File: config.mk
export PLATFORM = sky130hd
export DESIGN_NAME = id_ex_hazard_flat
export DESIGN_NICKNAME = d
export VERILOG_FILES = /design/src/rtl/id_ex_if.sv /design/src/rtl/id_ex_hazard.sv /design/src/flat_wrapper.sv
export SDC_FILE = /design/constraint.sdc
export NUM_CORES = 1
export LEC_CHECK = 0
export ABC_AREA = 0
export CORE_ASPECT_RATIO = 1.4
export CORE_MARGIN = 2
export CORE_UTILIZATION = 44
export CTS_BUF_LIST = sky130_fd_sc_hd__clkbuf_2 sky130_fd_sc_hd__clkbuf_4 sky130_fd_sc_hd__clkbuf_8
export DETAILED_ROUTE_END_ITERATION = 6
export GPL_TIMING_DRIVEN = 0
export PLACE_DENSITY = 0.81
export SLEW_MARGIN = 15
export SYNTH_ARGS = -nofsm -noshare
export SYNTH_HDL_FRONTEND = slang
export SYNTH_SLANG_ARGS = --single-unit
export TNS_END_PERCENT = 30
File: constraint.sdc
create_clock -name clk -period 2.8 [get_ports clk]
set_clock_uncertainty 0.05 [all_clocks]
set_input_delay 0.28 -clock clk [delete_from_list [all_inputs] [get_ports clk]]
set_output_delay 0.28 -clock clk [all_outputs]
set_load 0.03 [all_outputs]
File: src/rtl/id_ex_if.sv
// ID/EX boundary bundle: decoded ID operands/control in, registered EX copies and
// hazard status out.
`timescale 1ns/1ps
interface id_ex_if #(
  parameter int unsigned CNT_W = 16
);
  localparam int unsigned REG_W  = 5;
  localparam int unsigned DATA_W = 32;
  localparam int unsigned ALU_W  = 3;

  logic              Flush;
  logic              Hold;
  logic [REG_W-1:0]  rs_2;
  logic [REG_W-1:0]  rt_2;
  logic [REG_W-1:0]  rd_2;
  logic              UsesRt_2;
  logic [DATA_W-1:0] busA_2;
  logic [DATA_W-1:0] busB_2;
  logic [DATA_W-1:0] imm_2;
  logic              RegWr_2;
  logic              ALUSrc_2;
  logic              MemRead_2;
  logic              MemWr_2;
  logic              MemtoReg_2;
  logic [ALU_W-1:0]  ALUctr_2;

  logic [REG_W-1:0]  rs_3;
  logic [REG_W-1:0]  rt_3;
  logic [REG_W-1:0]  rd_3;
  logic [DATA_W-1:0] busA_3;
  logic [DATA_W-1:0] busB_3;
  logic [DATA_W-1:0] imm_3;
  logic              RegWr_3;
  logic              ALUSrc_3;
  logic              MemRead_3;
  logic              MemWr_3;
  logic              MemtoReg_3;
  logic [ALU_W-1:0]  ALUctr_3;
  logic              Stall;
  logic [CNT_W-1:0]  BubbleCnt;

  modport master (
    output Flush, Hold, rs_2, rt_2, rd_2, UsesRt_2, busA_2, busB_2, imm_2,
           RegWr_2, ALUSrc_2, MemRead_2, MemWr_2, MemtoReg_2, ALUctr_2,
    input  rs_3, rt_3, rd_3, busA_3, busB_3, imm_3, RegWr_3, ALUSrc_3,
           MemRead_3, MemWr_3, MemtoReg_3, ALUctr_3, Stall, BubbleCnt
  );

  modport slave (
    input  Flush, Hold, rs_2, rt_2, rd_2, UsesRt_2, busA_2, busB_2, imm_2,
           RegWr_2, ALUSrc_2, MemRead_2, MemWr_2, MemtoReg_2, ALUctr_2,
    output rs_3, rt_3, rd_3, busA_3, busB_3, imm_3, RegWr_3, ALUSrc_3,
           MemRead_3, MemWr_3, MemtoReg_3, ALUctr_3, Stall, BubbleCnt
  );
endinterface

File: src/rtl/id_ex_hazard.sv
// ID/EX pipeline register with load-use bubble insertion, flush squash, hold
// freeze and a saturating count of load-use bubbles.
`timescale 1ns/1ps
module id_ex_hazard #(
  parameter int unsigned CNT_W = 16
) (
  input logic    clk,
  input logic    rst_n,
  id_ex_if.slave bus
);
  localparam int unsigned REG_W  = 5;
  localparam int unsigned DATA_W = 32;
  localparam int unsigned ALU_W  = 3;
  localparam logic [CNT_W-1:0] CNT_MAX = '1;

  typedef struct packed {
    logic [REG_W-1:0]  rs;
    logic [REG_W-1:0]  rt;
    logic [REG_W-1:0]  rd;
    logic [DATA_W-1:0] busA;
    logic [DATA_W-1:0] busB;
    logic [DATA_W-1:0] imm;
    logic              RegWr;
    logic              ALUSrc;
    logic              MemRead;
    logic              MemWr;
    logic              MemtoReg;
    logic [ALU_W-1:0]  ALUctr;
  } ex_t;

  ex_t              id_pkt;
  ex_t              ex_q;
  ex_t              ex_d;
  logic [CNT_W-1:0] cnt_q;
  logic [CNT_W-1:0] cnt_d;
  logic             lu;

  // Gather the ID-stage payload.
  always_comb begin
    id_pkt          = '0;
    id_pkt.rs       = bus.rs_2;
    id_pkt.rt       = bus.rt_2;
    id_pkt.rd       = bus.rd_2;
    id_pkt.busA     = bus.busA_2;
    id_pkt.busB     = bus.busB_2;
    id_pkt.imm      = bus.imm_2;
    id_pkt.RegWr    = bus.RegWr_2;
    id_pkt.ALUSrc   = bus.ALUSrc_2;
    id_pkt.MemRead  = bus.MemRead_2;
    id_pkt.MemWr    = bus.MemWr_2;
    id_pkt.MemtoReg = bus.MemtoReg_2;
    id_pkt.ALUctr   = bus.ALUctr_2;
  end

  // A load writing a nonzero register that the ID instruction reads.
  assign lu = ex_q.MemRead & ex_q.RegWr & (ex_q.rd != REG_W'(0)) &
              ((ex_q.rd == bus.rs_2) | (bus.UsesRt_2 & (ex_q.rd == bus.rt_2)));

  assign bus.Stall = lu & ~bus.Flush;

  // Priority: flush, hold, load-use bubble, normal capture.
  always_comb begin
    ex_d  = ex_q;
    cnt_d = cnt_q;
    if (bus.Flush) begin
      ex_d = '0;
    end else if (!bus.Hold) begin
      if (lu) begin
        ex_d = '0;
        if (cnt_q != CNT_MAX) begin
          cnt_d = cnt_q + CNT_W'(1);
        end
      end else begin
        ex_d = id_pkt;
      end
    end
  end

  always_ff @(posedge clk or negedge rst_n) begin
    if (!rst_n) begin
      ex_q  <= '0;
      cnt_q <= '0;
    end else begin
      ex_q  <= ex_d;
      cnt_q <= cnt_d;
    end
  end

  assign bus.rs_3       = ex_q.rs;
  assign bus.rt_3       = ex_q.rt;
  assign bus.rd_3       = ex_q.rd;
  assign bus.busA_3     = ex_q.busA;
  assign bus.busB_3     = ex_q.busB;
  assign bus.imm_3      = ex_q.imm;
  assign bus.RegWr_3    = ex_q.RegWr;
  assign bus.ALUSrc_3   = ex_q.ALUSrc;
  assign bus.MemRead_3  = ex_q.MemRead;
  assign bus.MemWr_3    = ex_q.MemWr;
  assign bus.MemtoReg_3 = ex_q.MemtoReg;
  assign bus.ALUctr_3   = ex_q.ALUctr;
  assign bus.BubbleCnt  = cnt_q;
endmodule

File: src/flat_wrapper.sv
// flat-port wrapper written by rule: the top's interface ports become plain ports
module id_ex_hazard_flat 
#(
  parameter int unsigned CNT_W = 16
)
  (clk, rst_n, bus_Flush, bus_Hold, bus_rs_2, bus_rt_2, bus_rd_2, bus_UsesRt_2, bus_busA_2, bus_busB_2, bus_imm_2, bus_RegWr_2, bus_ALUSrc_2, bus_MemRead_2, bus_MemWr_2, bus_MemtoReg_2, bus_ALUctr_2, bus_rs_3, bus_rt_3, bus_rd_3, bus_busA_3, bus_busB_3, bus_imm_3, bus_RegWr_3, bus_ALUSrc_3, bus_MemRead_3, bus_MemWr_3, bus_MemtoReg_3, bus_ALUctr_3, bus_Stall, bus_BubbleCnt);
  id_ex_if #(.CNT_W(CNT_W)) bus_i ();
  input logic clk;
  input logic rst_n;
  input wire logic [$bits(bus_i.Flush)-1:0] bus_Flush;
  input wire logic [$bits(bus_i.Hold)-1:0] bus_Hold;
  input wire logic [$bits(bus_i.rs_2)-1:0] bus_rs_2;
  input wire logic [$bits(bus_i.rt_2)-1:0] bus_rt_2;
  input wire logic [$bits(bus_i.rd_2)-1:0] bus_rd_2;
  input wire logic [$bits(bus_i.UsesRt_2)-1:0] bus_UsesRt_2;
  input wire logic [$bits(bus_i.busA_2)-1:0] bus_busA_2;
  input wire logic [$bits(bus_i.busB_2)-1:0] bus_busB_2;
  input wire logic [$bits(bus_i.imm_2)-1:0] bus_imm_2;
  input wire logic [$bits(bus_i.RegWr_2)-1:0] bus_RegWr_2;
  input wire logic [$bits(bus_i.ALUSrc_2)-1:0] bus_ALUSrc_2;
  input wire logic [$bits(bus_i.MemRead_2)-1:0] bus_MemRead_2;
  input wire logic [$bits(bus_i.MemWr_2)-1:0] bus_MemWr_2;
  input wire logic [$bits(bus_i.MemtoReg_2)-1:0] bus_MemtoReg_2;
  input wire logic [$bits(bus_i.ALUctr_2)-1:0] bus_ALUctr_2;
  output wire logic [$bits(bus_i.rs_3)-1:0] bus_rs_3;
  output wire logic [$bits(bus_i.rt_3)-1:0] bus_rt_3;
  output wire logic [$bits(bus_i.rd_3)-1:0] bus_rd_3;
  output wire logic [$bits(bus_i.busA_3)-1:0] bus_busA_3;
  output wire logic [$bits(bus_i.busB_3)-1:0] bus_busB_3;
  output wire logic [$bits(bus_i.imm_3)-1:0] bus_imm_3;
  output wire logic [$bits(bus_i.RegWr_3)-1:0] bus_RegWr_3;
  output wire logic [$bits(bus_i.ALUSrc_3)-1:0] bus_ALUSrc_3;
  output wire logic [$bits(bus_i.MemRead_3)-1:0] bus_MemRead_3;
  output wire logic [$bits(bus_i.MemWr_3)-1:0] bus_MemWr_3;
  output wire logic [$bits(bus_i.MemtoReg_3)-1:0] bus_MemtoReg_3;
  output wire logic [$bits(bus_i.ALUctr_3)-1:0] bus_ALUctr_3;
  output wire logic [$bits(bus_i.Stall)-1:0] bus_Stall;
  output wire logic [$bits(bus_i.BubbleCnt)-1:0] bus_BubbleCnt;
  assign bus_i.Flush = bus_Flush;
  assign bus_i.Hold = bus_Hold;
  assign bus_i.rs_2 = bus_rs_2;
  assign bus_i.rt_2 = bus_rt_2;
  assign bus_i.rd_2 = bus_rd_2;
  assign bus_i.UsesRt_2 = bus_UsesRt_2;
  assign bus_i.busA_2 = bus_busA_2;
  assign bus_i.busB_2 = bus_busB_2;
  assign bus_i.imm_2 = bus_imm_2;
  assign bus_i.RegWr_2 = bus_RegWr_2;
  assign bus_i.ALUSrc_2 = bus_ALUSrc_2;
  assign bus_i.MemRead_2 = bus_MemRead_2;
  assign bus_i.MemWr_2 = bus_MemWr_2;
  assign bus_i.MemtoReg_2 = bus_MemtoReg_2;
  assign bus_i.ALUctr_2 = bus_ALUctr_2;
  assign bus_rs_3 = bus_i.rs_3;
  assign bus_rt_3 = bus_i.rt_3;
  assign bus_rd_3 = bus_i.rd_3;
  assign bus_busA_3 = bus_i.busA_3;
  assign bus_busB_3 = bus_i.busB_3;
  assign bus_imm_3 = bus_i.imm_3;
  assign bus_RegWr_3 = bus_i.RegWr_3;
  assign bus_ALUSrc_3 = bus_i.ALUSrc_3;
  assign bus_MemRead_3 = bus_i.MemRead_3;
  assign bus_MemWr_3 = bus_i.MemWr_3;
  assign bus_MemtoReg_3 = bus_i.MemtoReg_3;
  assign bus_ALUctr_3 = bus_i.ALUctr_3;
  assign bus_Stall = bus_i.Stall;
  assign bus_BubbleCnt = bus_i.BubbleCnt;
  id_ex_hazard #(.CNT_W(CNT_W)) u_core (.clk(clk), .rst_n(rst_n), .bus(bus_i));
endmodule
# After elaboration in Yosys (flattened, before gate mapping)
# Cells that the tools add are included.
[totals] input_bits=124 regBits=135
[classes] muxes=3 n_eq_ne=4 add_sub_neg=1 n_reduce_logical=2 bitwise=8
[op_table] cell="$mux W119" n=3
[op_table] cell="$add A16 B1 Y16 const B" n=1
[op_table] cell="$ne A16 B16 Y1 const B" n=1
[op_table] cell="$eq A5 B5 Y1" n=2
[op_table] cell="$and A1 B1 Y1" n=5
[op_table] cell="$reduce_bool A5 Y1" n=1
[op_table] cell="$reduce_and A4 Y1" n=1
[op_table] cell="$ne A2 B2 Y1 const B" n=1
[op_table] cell="$not A1 Y1" n=2
[op_table] cell="$or A1 B1 Y1" n=1

# Longest topological paths before layout
[logic_depth] word_depth=7 mapped_depth=8

# Least setup slack after synthesis
# No wires, ideal clock.
[synth_path] path_kind="reg-to-output" from="reg u_core.ex_q (netlist bit u_core.bus.rd_3[1])" to="out bus_Stall" required_time_ns=2.470 n_path_buf=1 path_stages_with_launch=7 setup_slack_ns=0.478 arrival_ns=1.992 cell_sequence="dfrtp_1 > xnor2_1 > nand3_1 > o22ai_1 > or2b_2 > buf_2 > nor2_1"
[synth_between] elab_chain_len=5 elab_cells_between_ends=8
[synth_rtl] element="start, declared" line_no="id_ex_hazard.sv:32" rtl="ex_t ex_q;"
[synth_rtl] element="start signal, assigned" line_no="id_ex_hazard.sv:81" rtl="ex_q <= '0;"
[synth_rtl] element="start signal, assigned" line_no="id_ex_hazard.sv:84" rtl="ex_q <= ex_d;"
[synth_rtl] element="$eq A5 B5 Y1" line_no="id_ex_hazard.sv:57" rtl="((ex_q.rd == bus.rs_2) | (bus.UsesRt_2 & (ex_q.rd == bus.rt_2)));"
[synth_rtl] element="$and A1 B1 Y1" line_no="id_ex_hazard.sv:57"
[synth_rtl] element="$or A1 B1 Y1" line_no="id_ex_hazard.sv:57"
[synth_rtl] element="$and A1 B1 Y1 *" line_no="id_ex_hazard.sv:56" rtl="assign lu = ex_q.MemRead & ex_q.RegWr & (ex_q.rd != REG_W'(0)) &"
[synth_rtl] element="$and A1 B1 Y1 *" line_no="id_ex_hazard.sv:59" rtl="assign bus.Stall = lu & ~bus.Flush;"
[synth_rtl] element="end, declared" line_no="flat_wrapper.sv:37" rtl="output wire logic [$bits(bus_i.Stall)-1:0] bus_Stall;"
# Every way passes the cells marked *; elsewhere a longest branch is shown, timed or not.

# Worst setup path in the final report
[layout_path] from="reg u_core.ex_q (netlist bit u_core.bus.rd_3[0])" to="out bus_Stall"
# Same word-level chain as after synthesis.

==> qor.yml <==
synthTopCellsByArea: "dfrtp_1 55%, nand3b_1 15%, a21oi_1 9.8%, nand2_1 7.9%, clkbuf_1 2.4%"
place_congestion: 0.840
grt_pass1_wl_um: 30100
setup_viol: 0
cts_buffers: 17
ys_warn_count: 0
yosysUniqueCellTypes: 27
fin_crit_sh_pct: 93.8
finalPower_mw: 4.75
finish.net_count: 1025
startpoint: "u_core.bus.rd_3[0]"
r2r_setup_slack_ps: 460
dp_hpwl_um: 13500
hold_class: "in -> reg"
p_int_mw: 3.46
grt_max_degree: 74
vias: 5678
p_seq_share_pct: 44.1
fmax_ghz: 0.381
p_sw_mw: 1.29
stdcell_area_sq_mm: 0.00941
cts_tree: "built"
rr_endpoint: "u_core.bus.BubbleCnt[15]"
final_common_cell: "clkdlybuf4s50_1"
regToRegStartpoint: "u_core.bus.BubbleCnt[0]"
drc: 0
synth_area_sq_mm: 0.00611
yosysTopAreaCellShare_pct: 55.3
wl_um: 18700
power_frac_comb_pct: 18.5
viasPerCell: 5.19
first_iter_violations: 245
io_buffer_count: 259
ys_ff_latch: 135
ys_seq_area_share_pct: 55.3
die_h_um: 143
startpoint_type: "flip-flop"
die_area_sq_mm: 0.0148
setup_ws_ps: 174
dr.pass1.iters: 5
min_period_ps: 2630
ir_drop_v: 0.000318
row_count: 50
clock_latency_ps: 440
htreeDepth: 4
overflow: 0
crit_fanout: 13
r2r_cells: 7
synth_edf_count: 0
grt_pass1_vias: 5769
fin_hold_ws_ps: 350
die_w_um: 104
core_area_sq_mm: 0.0135
io_pins: 260
leakage_nw: 3.84
layout-drive-gt1-share_pct: 6.24
worst_pin_slew_ps: 666
async_flop_share_pct: 100
tns_ps: 0
cts_root_buffer: "clkbuf_8"
synth_area_leader_cell: "dfrtp_1"
clk_pin_slew_ps: 80
worst_ep_arrival_time_ps: 2300
cts_num_sinks: 135
hold_violations: 0
n_antenna_cell: 0
crit_path_end: "bus_Stall"
synthFlopType: "dfrtp_1"
cap_violations: 0
powerDensity_mw_per_mm2: 505
final_cell_mix: "257 x clkdlybuf4s50_1, 134 x dfrtp_1, 128 x nand2_1, 119 x nand3b_1, 119 x a21oi_1"
start_util_pct: 45.4
syn_area_per_cell_sq_um: 9.85
dpl_worst_slack_ps: -237
syn2layout_area_growth_pct: 54.2
clock_path_buffers: 2
crit_type: "reg -> out"
status: "complete, no violations"
cp.required_ps: 2470
grt_usage_pct: 25.7
wire_per_inst_um: 17.1
maxSlewHeadroom_pct: 55.6
antenna_found_initial: 0
synthCells: 620
endpoint_kind: "primary output"
synth_fp_nets: 745
holdPathStages: 3
rsz0062_at_grt: "false"
dpl_cell_area_sq_mm: 0.00896
slew_violations: 0
pwr-share-clk_pct: 37.4
drtAntennaViolNets: 0
p_sw_share_pct: 27.2
worst max-delay path, stage by stage, from the launching register on:
cell	delay, ps
dfrtp_1	450
or4_1	560
o211ai_2	190
or2b_2	290
nor2_1	70
clkdlybuf4s15_2	290
sequential cells by signal, summed over array words and instances (netlist names):
name / count
u_core.bus.MemtoReg_3: 1
u_core.bus.busA_3: 32
u_core.bus.rt_3: 5
u_core.bus.busB_3: 32
u_core.bus.rs_3: 5
u_core.bus.MemRead_3: 1
u_core.bus.RegWr_3: 1
u_core.bus.imm_3: 32
u_core.bus.ALUSrc_3: 1
u_core.bus.ALUctr_3: 3
u_core.bus.rd_3: 5
u_core.bus.BubbleCnt: 16
u_core.bus.MemWr_3: 1
worst min path at each step:
stage	startpoint	end
final	bus_busA_2[21]	u_core.bus.busA_3[21]
after global routing	bus_busA_2[30]	u_core.bus.busA_3[30]
after CTS	rst_n	u_core.bus.busA_3[4]
after detailed placement	rst_n	u_core.bus.BubbleCnt[7]
after global placement	u_core.bus.BubbleCnt[12]	u_core.bus.BubbleCnt[12]
after floorplan	rst_n	u_core.bus.ALUSrc_3
metal layers:
layer  routed length, um  global-route usage (%)
met4                 633                    11.4
met2                9520                    44.2
met1                7370                    30.2
met3                1150                    7.12
met5                   0                       0
timing repair:
item / CTS / global route
endpoints found under the setup margin: 1 / 1
gates resized for setup: 4 / 1
pin swaps: 0 / 1
buffers inserted: 0 / 1
hold buffers: 1 / 0
hold endpoints to repair: 62 / 0
power groups by stage:
stage	Clock, mW	Combinational (mW)	Sequential [mW]
4_1_cts	1.80	0.885	2.09
3_3_place_gp	0	0.865	2.13
2_1_floorplan	0	0.211	2.31
3_5_place_dp	0	0.879	2.13
5_1_grt	1.90	0.939	2.11
6_report	1.78	0.877	2.10
synth_stat cells, drive strengths merged, types with 2 or more instances:
master,n
clkbuf,39
a21oi,119
mux2,2
nand3b,119
nor4,3
inv,3
nand3,10
dfrtp,135
nor3,8
xnor2,16
nand4,2
buf,14
nand2,128
nor2,5
or4,2
xor2,7
stage by stage:
stage,utilization (%),instances
after detailed placement,66.6,1062
after global placement,66.4,1061
after CTS,70.0,1095
after global routing,70.0,1095
final,70.0,1095
after floorplan,-,620
cell type report:
| cell class | instances | area [sq um] |
|---|---|---|
| Inverter | 3 | 11.3 |
| Timing Repair Buffer | 262 | 2640 |
| Multi-Input combinational cell | 429 | 2430 |
| Buffer | 52 | 283 |
| Clock buffer | 20 | 256 |
| Tap cell | 182 | 228 |
| Fill cell | 1049 | 4040 |
| Clock inverter | 12 | 178 |
| Sequential cell | 135 | 3380 |
logic make-up (layout without fill, tap and decap cells):
group           Yosys count  in the layout  synth area share, %
simple gates            280            280                 25.5
flops                   135            135                 55.3
compound gates          123            123                 10.4
buf+inv                  56            349                 4.90
xor+xnor                 23             23                 3.30
mux                       2              2                0.369
fa+ha+maj                 1              1                0.205
No activity file was read; power rests on OpenSTA's default activity.
